[config.mk]
export PLATFORM = sky130hd
export DESIGN_NAME = hdmi_stream_crc_monitor
export DESIGN_NICKNAME = d
export VERILOG_FILES = /design/src/rtl/hdmi_mon_pkg.sv /design/src/rtl/hdmi_stream_crc_monitor_crc32_px24.sv /design/src/rtl/hdmi_stream_crc_monitor.sv
export SDC_FILE = /design/constraint.sdc
export NUM_CORES = 1
export LEC_CHECK = 0
export ABC_AREA = 1
export BUFFER_PORTS_ARGS = -buffer_cell sky130_fd_sc_hd__buf_2
export CELL_PAD_IN_SITES_DETAIL_PLACEMENT = 2
export CELL_PAD_IN_SITES_GLOBAL_PLACEMENT = 2
export CORE_MARGIN = 5
export CORE_UTILIZATION = 33
export DETAILED_ROUTE_END_ITERATION = 6
export PLACE_DENSITY_LB_ADDON = 0.1
export RECOVER_POWER = 50
export SETUP_SLACK_MARGIN = 0.3
export SLEW_MARGIN = 20
export SYNTH_ARGS = -nofsm -noshare
export SYNTH_HDL_FRONTEND = slang
export SYNTH_SLANG_ARGS = --single-unit
[constraint.sdc]
create_clock -name clk -period 4.29 [get_ports clk]
set_input_delay 0.2145 -clock clk [delete_from_list [all_inputs] [get_ports clk]]
set_output_delay 0.2145 -clock clk [all_outputs]
set_load 0.1 [all_outputs]
[src/rtl/hdmi_mon_pkg.sv]
// Shared constants, types and the bytewise reflected CRC-32 step for the HDMI stream monitors.
package hdmi_mon_pkg;

    localparam logic [31:0] CRC32_POLY_REFL = 32'hEDB88320;
    localparam logic [31:0] CRC32_INIT      = 32'hFFFFFFFF;
    localparam logic [31:0] CRC32_XOROUT    = 32'hFFFFFFFF;

    localparam int unsigned CNT_W = 32;
    localparam int unsigned POS_W = 16;

    typedef enum logic {
        IDLE   = 1'b0,
        ACTIVE = 1'b1
    } state_t;

    // Pixel payload as carried on tdata: b0 is the first byte on the wire.
    typedef struct packed {
        logic [7:0] b2;
        logic [7:0] b1;
        logic [7:0] b0;
    } pixel_t;

    // One byte of CRC-32 IEEE in reflected form, LSB first.
    function automatic logic [31:0] crc32_byte(input logic [31:0] crc, input logic [7:0] data);
        logic [31:0] c;
        c = crc ^ {24'h0, data};
        for (int i = 0; i < 8; i++) begin
            c = c[0] ? ((c >> 1) ^ CRC32_POLY_REFL) : (c >> 1);
        end
        return c;
    endfunction

endpackage

[src/rtl/hdmi_stream_crc_monitor_crc32_px24.sv]
// Combinational CRC-32 step over one 24-bit pixel (byte0, byte1, byte2 in that order).
module crc32_px24
    import hdmi_mon_pkg::*;
(
    input  logic [31:0] crc_in,
    input  logic [23:0] px,
    output logic [31:0] crc_out
);

    pixel_t      pix;
    logic [31:0] crc_b0;
    logic [31:0] crc_b1;

    always_comb begin
        pix     = pixel_t'(px);
        crc_b0  = crc32_byte(crc_in, pix.b0);
        crc_b1  = crc32_byte(crc_b0, pix.b1);
        crc_out = crc32_byte(crc_b1, pix.b2);
    end

endmodule

[src/rtl/hdmi_stream_crc_monitor.sv]
// Sink-side monitor for the 24-bit video AXI-Stream: framing checks, per-frame CRC-32 and counters.
module hdmi_stream_crc_monitor
    import hdmi_mon_pkg::*;
#(
    parameter int unsigned SCREEN_WIDTH  = 32,
    parameter int unsigned SCREEN_HEIGHT = 24
) (
    input  logic             clk,
    input  logic             rst_n,
    input  logic [23:0]      s_axis_tdata,
    input  logic             s_axis_tvalid,
    input  logic             s_axis_tlast,
    input  logic             s_axis_tuser,
    output logic             s_axis_tready,
    input  logic             sink_ready_en,
    input  logic             stats_clear,
    output logic [CNT_W-1:0] beat_count,
    output logic [CNT_W-1:0] frame_count,
    output logic [31:0]      crc_last,
    output logic [POS_W-1:0] line_count,
    output logic [POS_W-1:0] pixel_in_line,
    output logic             frame_done,
    output logic             err_sof_early,
    output logic             err_line_len,
    output logic             err_no_sof
);

    localparam logic [POS_W-1:0] LAST_PIX  = POS_W'(SCREEN_WIDTH - 1);
    localparam logic [POS_W-1:0] LAST_LINE = POS_W'(SCREEN_HEIGHT - 1);
    localparam logic [POS_W-1:0] POS_MAX   = '1;

    state_t           state_q;
    state_t           state_d;
    logic [31:0]      crc_q;
    logic [31:0]      crc_d;
    logic             frame_bad_q;
    logic             frame_bad_d;

    logic [CNT_W-1:0] beat_d;
    logic [CNT_W-1:0] frame_cnt_d;
    logic [31:0]      crc_last_d;
    logic [POS_W-1:0] line_d;
    logic [POS_W-1:0] pix_d;
    logic             frame_done_d;
    logic             err_sof_d;
    logic             err_len_d;
    logic             err_nosof_d;

    logic             accept;
    logic [31:0]      crc_seed;
    logic [31:0]      crc_upd;
    logic [POS_W-1:0] line_eff;
    logic [POS_W-1:0] pix_eff;
    logic             line_err;
    logic             frame_bad_nx;

    assign accept = s_axis_tvalid & s_axis_tready;

    // A tuser beat always starts a fresh frame, so it seeds from init; in IDLE crc_q already holds init.
    assign crc_seed = s_axis_tuser ? CRC32_INIT : crc_q;

    crc32_px24 u_crc (
        .crc_in  (crc_seed),
        .px      (s_axis_tdata),
        .crc_out (crc_upd)
    );

    // Next-state and next-output logic.
    always_comb begin
        state_d      = state_q;
        crc_d        = crc_q;
        frame_bad_d  = frame_bad_q;
        beat_d       = beat_count;
        frame_cnt_d  = frame_count;
        crc_last_d   = crc_last;
        line_d       = line_count;
        pix_d        = pixel_in_line;
        frame_done_d = 1'b0;
        err_sof_d    = err_sof_early;
        err_len_d    = err_line_len;
        err_nosof_d  = err_no_sof;

        // Position as seen by this beat; a tuser beat is pixel 0 of line 0.
        line_eff     = s_axis_tuser ? '0 : line_count;
        pix_eff      = s_axis_tuser ? '0 : pixel_in_line;
        line_err     = s_axis_tlast && (pix_eff != LAST_PIX);
        frame_bad_nx = (s_axis_tuser ? 1'b0 : frame_bad_q) | line_err;

        if (accept) begin
            beat_d = beat_count + CNT_W'(1);
            if ((state_q == IDLE) && !s_axis_tuser) begin
                err_nosof_d = 1'b1;
            end else begin
                if ((state_q == ACTIVE) && s_axis_tuser) begin
                    err_sof_d = 1'b1;
                end
                if (line_err) begin
                    err_len_d = 1'b1;
                end
                state_d     = ACTIVE;
                crc_d       = crc_upd;
                frame_bad_d = frame_bad_nx;

                if (!s_axis_tlast) begin
                    line_d = line_eff;
                    pix_d  = (pix_eff == POS_MAX) ? pix_eff : pix_eff + POS_W'(1);
                end else if (line_eff < LAST_LINE) begin
                    line_d = line_eff + POS_W'(1);
                    pix_d  = '0;
                end else begin
                    // Frame end: publish the CRC even for a malformed frame, count only clean ones.
                    state_d      = IDLE;
                    crc_d        = CRC32_INIT;
                    frame_bad_d  = 1'b0;
                    line_d       = '0;
                    pix_d        = '0;
                    crc_last_d   = crc_upd ^ CRC32_XOROUT;
                    frame_done_d = 1'b1;
                    if (!frame_bad_nx) begin
                        frame_cnt_d = frame_count + CNT_W'(1);
                    end
                end
            end
        end

        if (stats_clear) begin
            beat_d      = '0;
            frame_cnt_d = '0;
            crc_last_d  = '0;
            err_sof_d   = 1'b0;
            err_len_d   = 1'b0;
            err_nosof_d = 1'b0;
        end
    end

    // State and output registers.
    always_ff @(posedge clk) begin
        if (!rst_n) begin
            state_q       <= IDLE;
            crc_q         <= CRC32_INIT;
            frame_bad_q   <= 1'b0;
            s_axis_tready <= 1'b0;
            beat_count    <= '0;
            frame_count   <= '0;
            crc_last      <= '0;
            line_count    <= '0;
            pixel_in_line <= '0;
            frame_done    <= 1'b0;
            err_sof_early <= 1'b0;
            err_line_len  <= 1'b0;
            err_no_sof    <= 1'b0;
        end else begin
            state_q       <= state_d;
            crc_q         <= crc_d;
            frame_bad_q   <= frame_bad_d;
            s_axis_tready <= sink_ready_en;
            beat_count    <= beat_d;
            frame_count   <= frame_cnt_d;
            crc_last      <= crc_last_d;
            line_count    <= line_d;
            pixel_in_line <= pix_d;
            frame_done    <= frame_done_d;
            err_sof_early <= err_sof_d;
            err_line_len  <= err_len_d;
            err_no_sof    <= err_nosof_d;
        end
    end

endmodule

# --- Yosys cells after proc, flatten, opt, wreduce, memory -nomap -nowiden ---
# Index checks and enable logic that the tools add are counted.
word_totals:
  elab_cells: 108
  register_bits: 167
op_classes:
  n_mux: 39
  n_reduce_logical: 12
  n_bitwise: 37
  n_lt_le_gt_ge: 1
  add_sub_neg: 4
  n_eq_ne: 2
op_table:
  columns: ["operator", "n"]
  rows:
  - ["$mux 32", 27]
  - ["$not 13->14", 24]
  - ["$mux 16", 6]
  - ["$xor 32x8->32", 3]
  - ["$add 32x1->32 const B", 2]
  - ["$add 16x1->16 const B", 2]
  - ["$not 32->32", 1]
  - ["$eq 16x16->1 const B", 1]
  - ["$lt 16x5->1 const B", 1]
  - ["$ne 16x5->1 const B", 1]
  - ["$not 1->1", 7]
  - ["$mux 1", 6]
  - ["$reduce_and 3->1", 2]
  - ["$reduce_and 5->1", 1]
  - ["$reduce_and 2->1", 2]
  - ["$reduce_and 4->1", 1]
  - ["$reduce_or 4->1", 1]
  - ["$logic_and 1x1->1", 3]
  - ["$reduce_or 2->1", 1]
  - ["$and 1x1->1", 1]
  - ["$logic_not 1->1", 1]
  - ["$or 1x1->1", 1]

# --- Logic depth before layout (Yosys ltp) ---
# Gate-level depths: netlist of run 1.
depth:
  ltp_word: 54
  ltp_mapped: 27
  depth_no_buf: 26

# --- By module ---
# A second synthesis of run 1 with hierarchy kept.
hier_totals:
  hier_cells: 1786
  hier_area_um2: 11547.3
modules_own_cells:
  columns: ["mod", "cells_per_inst", "seq_area_each_um2", "area_each_um2", "n_inst"]
  rows:
  - ["hdmi_stream_crc_monitor", 1173, 3343.2, 8069.0, 1]
  - ["crc32_px24", 613, 0.0, 3478.3, 1]

# --- Worst setup path before layout of run 1 ---
# No wires, ideal clock.
synth_timing:
  path_kind: "flip-flop to flip-flop"
  startpoint: "reg beat_count[0]"
  endpoint: "reg beat_count[30]"
  period_less_slack_ps: 3360
  path_stages_with_launch: 17
  n_path_buf: 0
  t_arrival_ps: 3240
  path_slack_ps: 930
  cell_sequence: "dfxtp_1 ha_1 nand3_1 nor2_1 nand3_1 nor2_1 nand2_1 nor2_1 nand3_1 nor4_1 nand2_1 nor2_1 nand4_1 nor2_1 nand4_1 nand2_1 a21oi_1"
synth_between:
  elab_chain_len: 1
synth_lines:
  columns: ["item", "line", "source"]
  rows:
  - ["start: declaration", "hdmi_stream_crc_monitor.sv:17", "output logic [CNT_W-1:0] beat_count,"]
  - ["start signal: assignment", "hdmi_stream_crc_monitor.sv:157", "beat_count <= beat_d;"]
  - ["$add 32x1->32", "hdmi_stream_crc_monitor.sv:90", "beat_d = beat_count + CNT_W'(1);"]
# No other way between the ends.
# A chain may end at the register's enable or synchronous reset.

# --- Final worst setup path of run 1 ---
layout_timing:
  startpoint: "in s_axis_tuser"
  endpoint: "reg pixel_in_line[9]"
layout_between:
  elab_chain_len: 4
layout_lines:
  columns: ["item", "line", "source"]
  rows:
  - ["start: declaration", "hdmi_stream_crc_monitor.sv:13", "input logic s_axis_tuser,"]
  - ["$mux 16 or $logic_not 1->1 (tied branches)", "hdmi_stream_crc_monitor.sv:85, hdmi_stream_crc_monitor.sv:91", null]
  - ["$add 16x1->16, or another cell as far along", "hdmi_stream_crc_monitor.sv:106", "pix_d = (pix_eff == POS_MAX) ? pix_eff : pix_eff + POS_W'(1);"]
  - ["$mux 16 or $not 1->1 (tied branches)", null, null]
  - ["$mux 16 or $reduce_and 2->1 (tied branches)", null, null]
  - ["end signal: assignment", "hdmi_stream_crc_monitor.sv:161", "pixel_in_line <= pix_d;"]
  - ["end: declaration", "hdmi_stream_crc_monitor.sv:21", "output logic [POS_W-1:0] pixel_in_line,"]
# Several ways; a longest one is shown, not always the timed one.

==> results of run 1 <==
## tightest hold or removal path, stage by stage
cell and delay, ns:
buf_2 0.17, nand4_1 0.11, a21oi_1 0.05
## flip-flops by register name, summed over array words and instances, names as in the netlist
signal / cells
frame_done: 1
beat_count: 32
line_count: 16
s_axis_tready: 1
crc_last: 32
pixel_in_line: 16
err_line_len: 1
frame_bad_q: 1
frame_count: 32
state_q: 1
crc_q: 32
err_no_sof: 1
err_sof_early: 1
## cells by family after synthesis
logic type                 Yosys count  synth area share [%]
DFF                                167                  29.5
xor gates and xnor gates           123                  9.83
buffers and inverters              251                  8.92
and+or+nand+nor                   1077                  42.2
AOI/OAI and AO/OA                  196                  9.12
adders and majority gates            4                 0.442
## timing repair
item | 4_1_cts | 5_1_grt
gates resized for setup | 0 | 1
endpoints found under the setup margin | 0 | 1
hold buffers | 1 | 0
endpoints found under the hold margin | 1 | 0
## final cells by class
type	instances	share of cell area [%]
sequential	167	25.8
tap	448	4.32
inverter	203	5.91
clock inverter	12	1.09
timing repair buffer	173	5.56
clock buffer	20	3.59
multi-input combinational	1400	53.8
## layer usage
metal	wire length, um	GRT usage (%)	up-vias
met3	1460	3.93	54
met2	23300	42.8	185
met4	1090	7.01	0
met1	21200	29.7	6062
met5	0	0	-
li1	-	-	6052
## cells in the final DEF, fill, tap and decap left out, types with 4 or more instances in the layout
cell and instances:
nor3b_1 7, clkbuf_16 17, o22ai_1 6, nand4_1 30, o211ai_1 5, clkbuf_1 135
nor4_1 19, inv_1 185, o21ai_0 58, inv_2 15, nand3_2 4, nand3b_1 10
o21ai_1 22, buf_2 29, nand2_2 55, buf_4 8, nand2_4 11, clkinvlp_4 5
ha_1 4, nor3_1 39, nor2_1 151, nand3_1 125, inv_6 4, xnor2_1 31
a21oi_1 92, nand2_1 593, nor2_2 8, xor2_1 87, or2_2 19, dfxtp_1 167
## report_power, final
group	switching (W)	total (W)	internal, W	leakage, nW
registers	0.0000293	0.00161	0.00158	1.35
logic	0.00212	0.00290	0.000783	3.83
clock network	0.000708	0.00162	0.000912	0.282
total	0.00286	0.00613	0.00328	5.46
## per-stage QoR
stage | cells | worst slack, ns
floorplan | 1818 | 0.930
global placement | 2390 | 0.611
detailed placement | 2390 | 0.507
CTS | 2423 | 0.677
global route | 2423 | 0.429
finish | 2423 | 0.683
## worst paths after layout
check                                        end  slack (ns)  cells past startpoint
worst max-delay path            pixel_in_line[9]        0.68                      8
worst max register to register  pixel_in_line[9]        0.77                      7
worst min register to register       frame_bad_q        0.48                      2
worst min-delay path               line_count[1]        0.14                      3
==> results_dict.tcl, run 1 <==
set metrics [dict create \
    outcome "finished with violations" \
    violations "max-capacitance violations, max-slew violations" \
    cp.buffers_inverters 3 \
    ant_nets 0 \
    fin_nets 1997 \
    worstSetupPathType "in -> reg" \
    crit_required_ns 4.66 \
    p_leak_nw 5.46 \
    synth_most_common_cell "nand2_1" \
    min_from "s_axis_tlast" \
    ys_top_cells_by_count "nand2_1, inv_1, dfxtp_1" \
    grt_overflow_total 0 \
    syn_nets 1853 \
    clock_sinks 167 \
    synth_ff_type "dfxtp_1" \
    viasPerCell 5.10 \
    track_usage_pct 24.0 \
    slew_headroom_pct -49.0 \
    worst_pin_slew_ns 2.24 \
    dieArea_um2 38200 \
    die_h_um 195 \
    grt_max_degree 54 \
    cts_root_buf "clkbuf_16" \
    cts_made_buffers 17 \
    seqCellArea_um2 3340 \
    first_pass_iters 5 \
    finalSetupViolations 0 \
    htreeDepth 4 \
    die_x_um 195 \
    drc_errors 0 \
    hpwlAfterDp_mm 37.4 \
    fmax_mhz 277 \
    synth_top_area_cell "dfxtp_1" \
    peakVddDrop_uv 384 \
    ys_seq_area_share_pct 29.5 \
    critical-path-max-stage-delay_ns 0.86 \
    arrival_ns 3.97 \
    synth-seq-cells 167 \
    path_max_fanout 37 \
    synth_top_cells_by_area "dfxtp_1, nand2_1, xor2_1" \
    async_flop_share_pct 0 \
    finalClockSkew_ns 0.0121 \
    n_fill_cell 4384 \
    antenna_found_initial 0 \
    syn_area_per_cell_um2 6.24 \
    via_count 12400 \
    numPortBuffers 163 \
    clkTransAtPathRegs_ns 0.07 \
    cpLargestDelayFamily "simple AND/OR/NAND/NOR gates" \
    hold_path_class "in -> reg" \
    final_area_um2 13000 \
    cp-end-kind "flip-flop" \
    cts_tree "done" \
    netlist_area_um2 11300 \
    wire_per_inst_um 19.4 \
    cts_buffer_depth 2 \
    rsz0062_at_grt "false" \
    first_global_vias 13300 \
    final_core_util_pct 38.5 \
    fin_crit_ns 3.61 \
    slowest_stage "inv_1" \
    synth_edf_count 0 \
    drv_cap 2 \
    post_cts_buffers 0 \
    area_growth_pct 14.5 \
    powerDensity_nw_per_um2 472 \
    routed_wl_mm 47.1 \
    finalPower_w 0.00613 \
    worstPathCellList "buf_2 > buf_4 > nor2_1 > nor2_1 > inv_1 > nor2_2 > o21ai_0 > a21oi_1" \
    yosysTopAreaCellShare_pct 29.5 \
    reg2reg_from "s_axis_tready" \
    io_pins 164 \
    hold_viol_final 0 \
    drive_gt1_share_pct 9.77 \
    min_period_over_period_pct 84.1 \
    fin_setup_tns_ns 0 \
    cpMostUsedCell "nor2_1" \
    slew_violations 101 \
    routabilityCongestion 0.881 \
    yosys_warnings 0 \
    ys_types 44 \
    fin_hold_ws_ns 0.142 \
    clk_latency_ns 0.46 \
    initial_core_util_pct 33.6 \
    multi_input_area_um2 6980 \
    startpoint "s_axis_tuser" \
    start_kind "input port" \
    diodes 0 \
    drtIter0Drc 400 \
    placed_cell_area_um2 12500 \
    row_count 67 \
    syn_inst 1818 \
    design.core.area_um2 33700 \
    grt_pass1_wl_mm 73.4 \
]
No activity file was read; power rests on OpenSTA's default activity.
==> inputs of run 2 (changes only) <==
ABC_AREA = 0   (was 1)
CORE_UTILIZATION = 35   (was 33)
clock period = 3.7 ns   (was 4.29 ns; I/O delays follow)
==> results_dict.tcl, run 2 <==
set metrics [dict create \
    final-instance-count-excl-fill 1595 \
    drtIter0Drc 247 \
    syn_area_per_cell_um2 9.42 \
    cp.buffers_inverters 1 \
    synth_xor_area_share_pct 33.4 \
    start_kind "flip-flop" \
    synth-seq-cells 167 \
    grt_overflow_total 0 \
    synth-compound-area-share_pct 10.5 \
    min_period_over_period_pct 87.6 \
    fin_crit_ns 3.24 \
    grt_max_degree 81 \
    dieArea_um2 31500 \
    track_usage_pct 20.9 \
    worstSetupPathType "reg -> reg" \
    ys_seq_area_share_pct 34.1 \
    die_h_um 177 \
    cts_made_buffers 17 \
    fmax_mhz 309 \
    outcome "finished, final reports clean" \
    clock_sinks 167 \
    clk_latency_ns 0.44 \
    io_pins 164 \
    routed_wl_mm 32.9 \
    netlist_area_um2 9810 \
    crit_required_ns 4.07 \
    viasPerCell 5.09 \
    hold_path_class "in -> reg" \
    synthAdderAreaFrac_pct 0.510 \
    ys_top_cells_by_count "dfxtp_1, xnor2_1, nor2_1" \
    finalSetupViolations 0 \
    fin_setup_tns_ns 0 \
    synth_edf_count 0 \
    area_growth_pct 18.6 \
    row_count 61 \
    synth_most_common_cell "dfxtp_1" \
    die_x_um 177 \
    drive_gt1_share_pct 13.6 \
    synth_simple_gate_area_share_pct 18.1 \
    synthMuxAreaShare_pct 0.204 \
    n_fill_cell 3204 \
    synth_ff_type "dfxtp_1" \
    finalClockSkew_ns 0.0207 \
    htreeDepth 4 \
    layout_commonest_cell "dfxtp_1" \
    hold_viol_final 0 \
    antenna_found_initial 0 \
    first_pass_iters 4 \
    worst_pin_slew_ns 1.27 \
    grt_pass1_wl_mm 51.4 \
    drv_cap 0 \
    slew_violations 0 \
    synth_top_cells_by_area "dfxtp_1, xnor2_1, xor2_1" \
    fin_nets 1239 \
    initial_core_util_pct 35.4 \
    yosys_warnings 0 \
    first_global_vias 8773 \
    slowest_stage "xnor3_2" \
    rsz0062_at_grt "false" \
    slew_headroom_pct 15.5 \
    drc_errors 0 \
    hpwlAfterDp_mm 24.7 \
    via_count 8122 \
    cts_tree "done" \
    synth_top_family_by_area "XOR/XNOR gates" \
    yosysTopAreaCellShare_pct 34.1 \
    clkTransAtPathRegs_ns 0.07 \
    critical-path-max-stage-delay_ns 0.52 \
    worstPathCellList "buf_4 > xnor2_1 > nor2_1 > xnor3_2 > xnor2_4 > xnor3_2 > xnor2_2 > xnor2_2 > xnor2_1 > o22a_1" \
    path_max_fanout 6 \
    ant_nets 0 \
    cts_root_buf "clkbuf_16" \
    synth_top_area_cell "dfxtp_1" \
    wire_per_inst_um 20.6 \
    async_flop_share_pct 0 \
    cts_buffer_depth 2 \
    design.core.area_um2 27700 \
    arrival_ns 3.61 \
    diodes 0 \
    fin_hold_ws_ns 0.276 \
    mostFrequentLayoutCells "dfxtp_1, xnor2_1, clkbuf_1" \
    routabilityCongestion 0.890 \
    numPlacedInstances 1551 \
    cp-end-kind "flip-flop" \
    ys_types 59 \
    cpLargestDelayFamily "XOR/XNOR gates" \
    numPortBuffers 163 \
    syn_inst 1042 \
    syn_nets 1077 \
]
-- run 2: worst register-to-register path: cells and delay by family, from the launching register on --
kind | cells | cell delay (ns)
XOR/XNOR | 7 | 2.14
flip-flops | 1 | 0.46
AO/OA/AOI/OAI | 1 | 0.20
buffers and inverters | 1 | 0.19
AND/OR/NAND/NOR | 1 | 0.19
-- run 2: cell type report --
| type | instances | area (um^2) | share of cell area (%) |
|---|---|---|---|
| tap | 378 | 473 | 4.06 |
| timing repair buffer | 201 | 946 | 8.13 |
| clock buffer | 18 | 439 | 3.77 |
| clock inverter | 14 | 148 | 1.27 |
| sequential | 167 | 3350 | 28.8 |
| multi-input combinational | 809 | 6250 | 53.7 |
| inverter | 8 | 30.0 | 0.258 |
-- run 2: repair_timing --
item,in CTS,in global routing
buffers inserted,0,11
resized for setup,4,10
hold endpoints to repair,1,0
setup endpoints to repair,14,40
pin swaps,0,3
hold buffers,1,0
-- run 2: routing by layer --
| layer | vias up | share of wire [%] | global-route usage [%] |
|---|---|---|---|
| li1 | 3870 | - | - |
| met1 | 4077 | 44 | 26.7 |
| met2 | 147 | 50 | 36.6 |
| met3 | 28 | 4.4 | 3.45 |
| met4 | 0 | 1.9 | 5.51 |
| met5 | - | 0 | 0 |
-- run 2: worst paths after layout --
kind,startpoint,to,slack [ns],cells after the start
min reg2reg,crc_last[28],crc_last[28],0.46,2
min,stats_clear,crc_last[29],0.28,4
max,crc_q[4],crc_q[26],0.46,10
max reg2reg,crc_q[4],crc_q[26],0.46,10
-- run 2: cells by family (layout without fill, tap and decap cells) --
group | count (synthesis) | after routing
multiplexers | 2 | 2
adder cells (fa/ha/maj) | 4 | 4
flip-flops | 167 | 167
XOR/XNOR | 275 | 275
AND/OR/NAND/NOR | 361 | 361
AO/OA/AOI/OAI | 167 | 167
buffers and inverters | 66 | 241
-- run 2: stage by stage --
step / setup WS (ns) / instance area, um^2 / util [%]
after global routing: 0.277 / 11600 / 42.0
final: 0.460 / 11600 / 42.0
after CTS: 0.258 / 11700 / 42.2
after floorplan: 0.314 / 9840 / -
after detailed placement: 0.182 / 11100 / 39.9
after global placement: 0.143 / 11100 / 39.9
Power of run 2 is not shown: default switching activity piles up to over one toggle a cycle in this logic, so the estimate is an artifact.
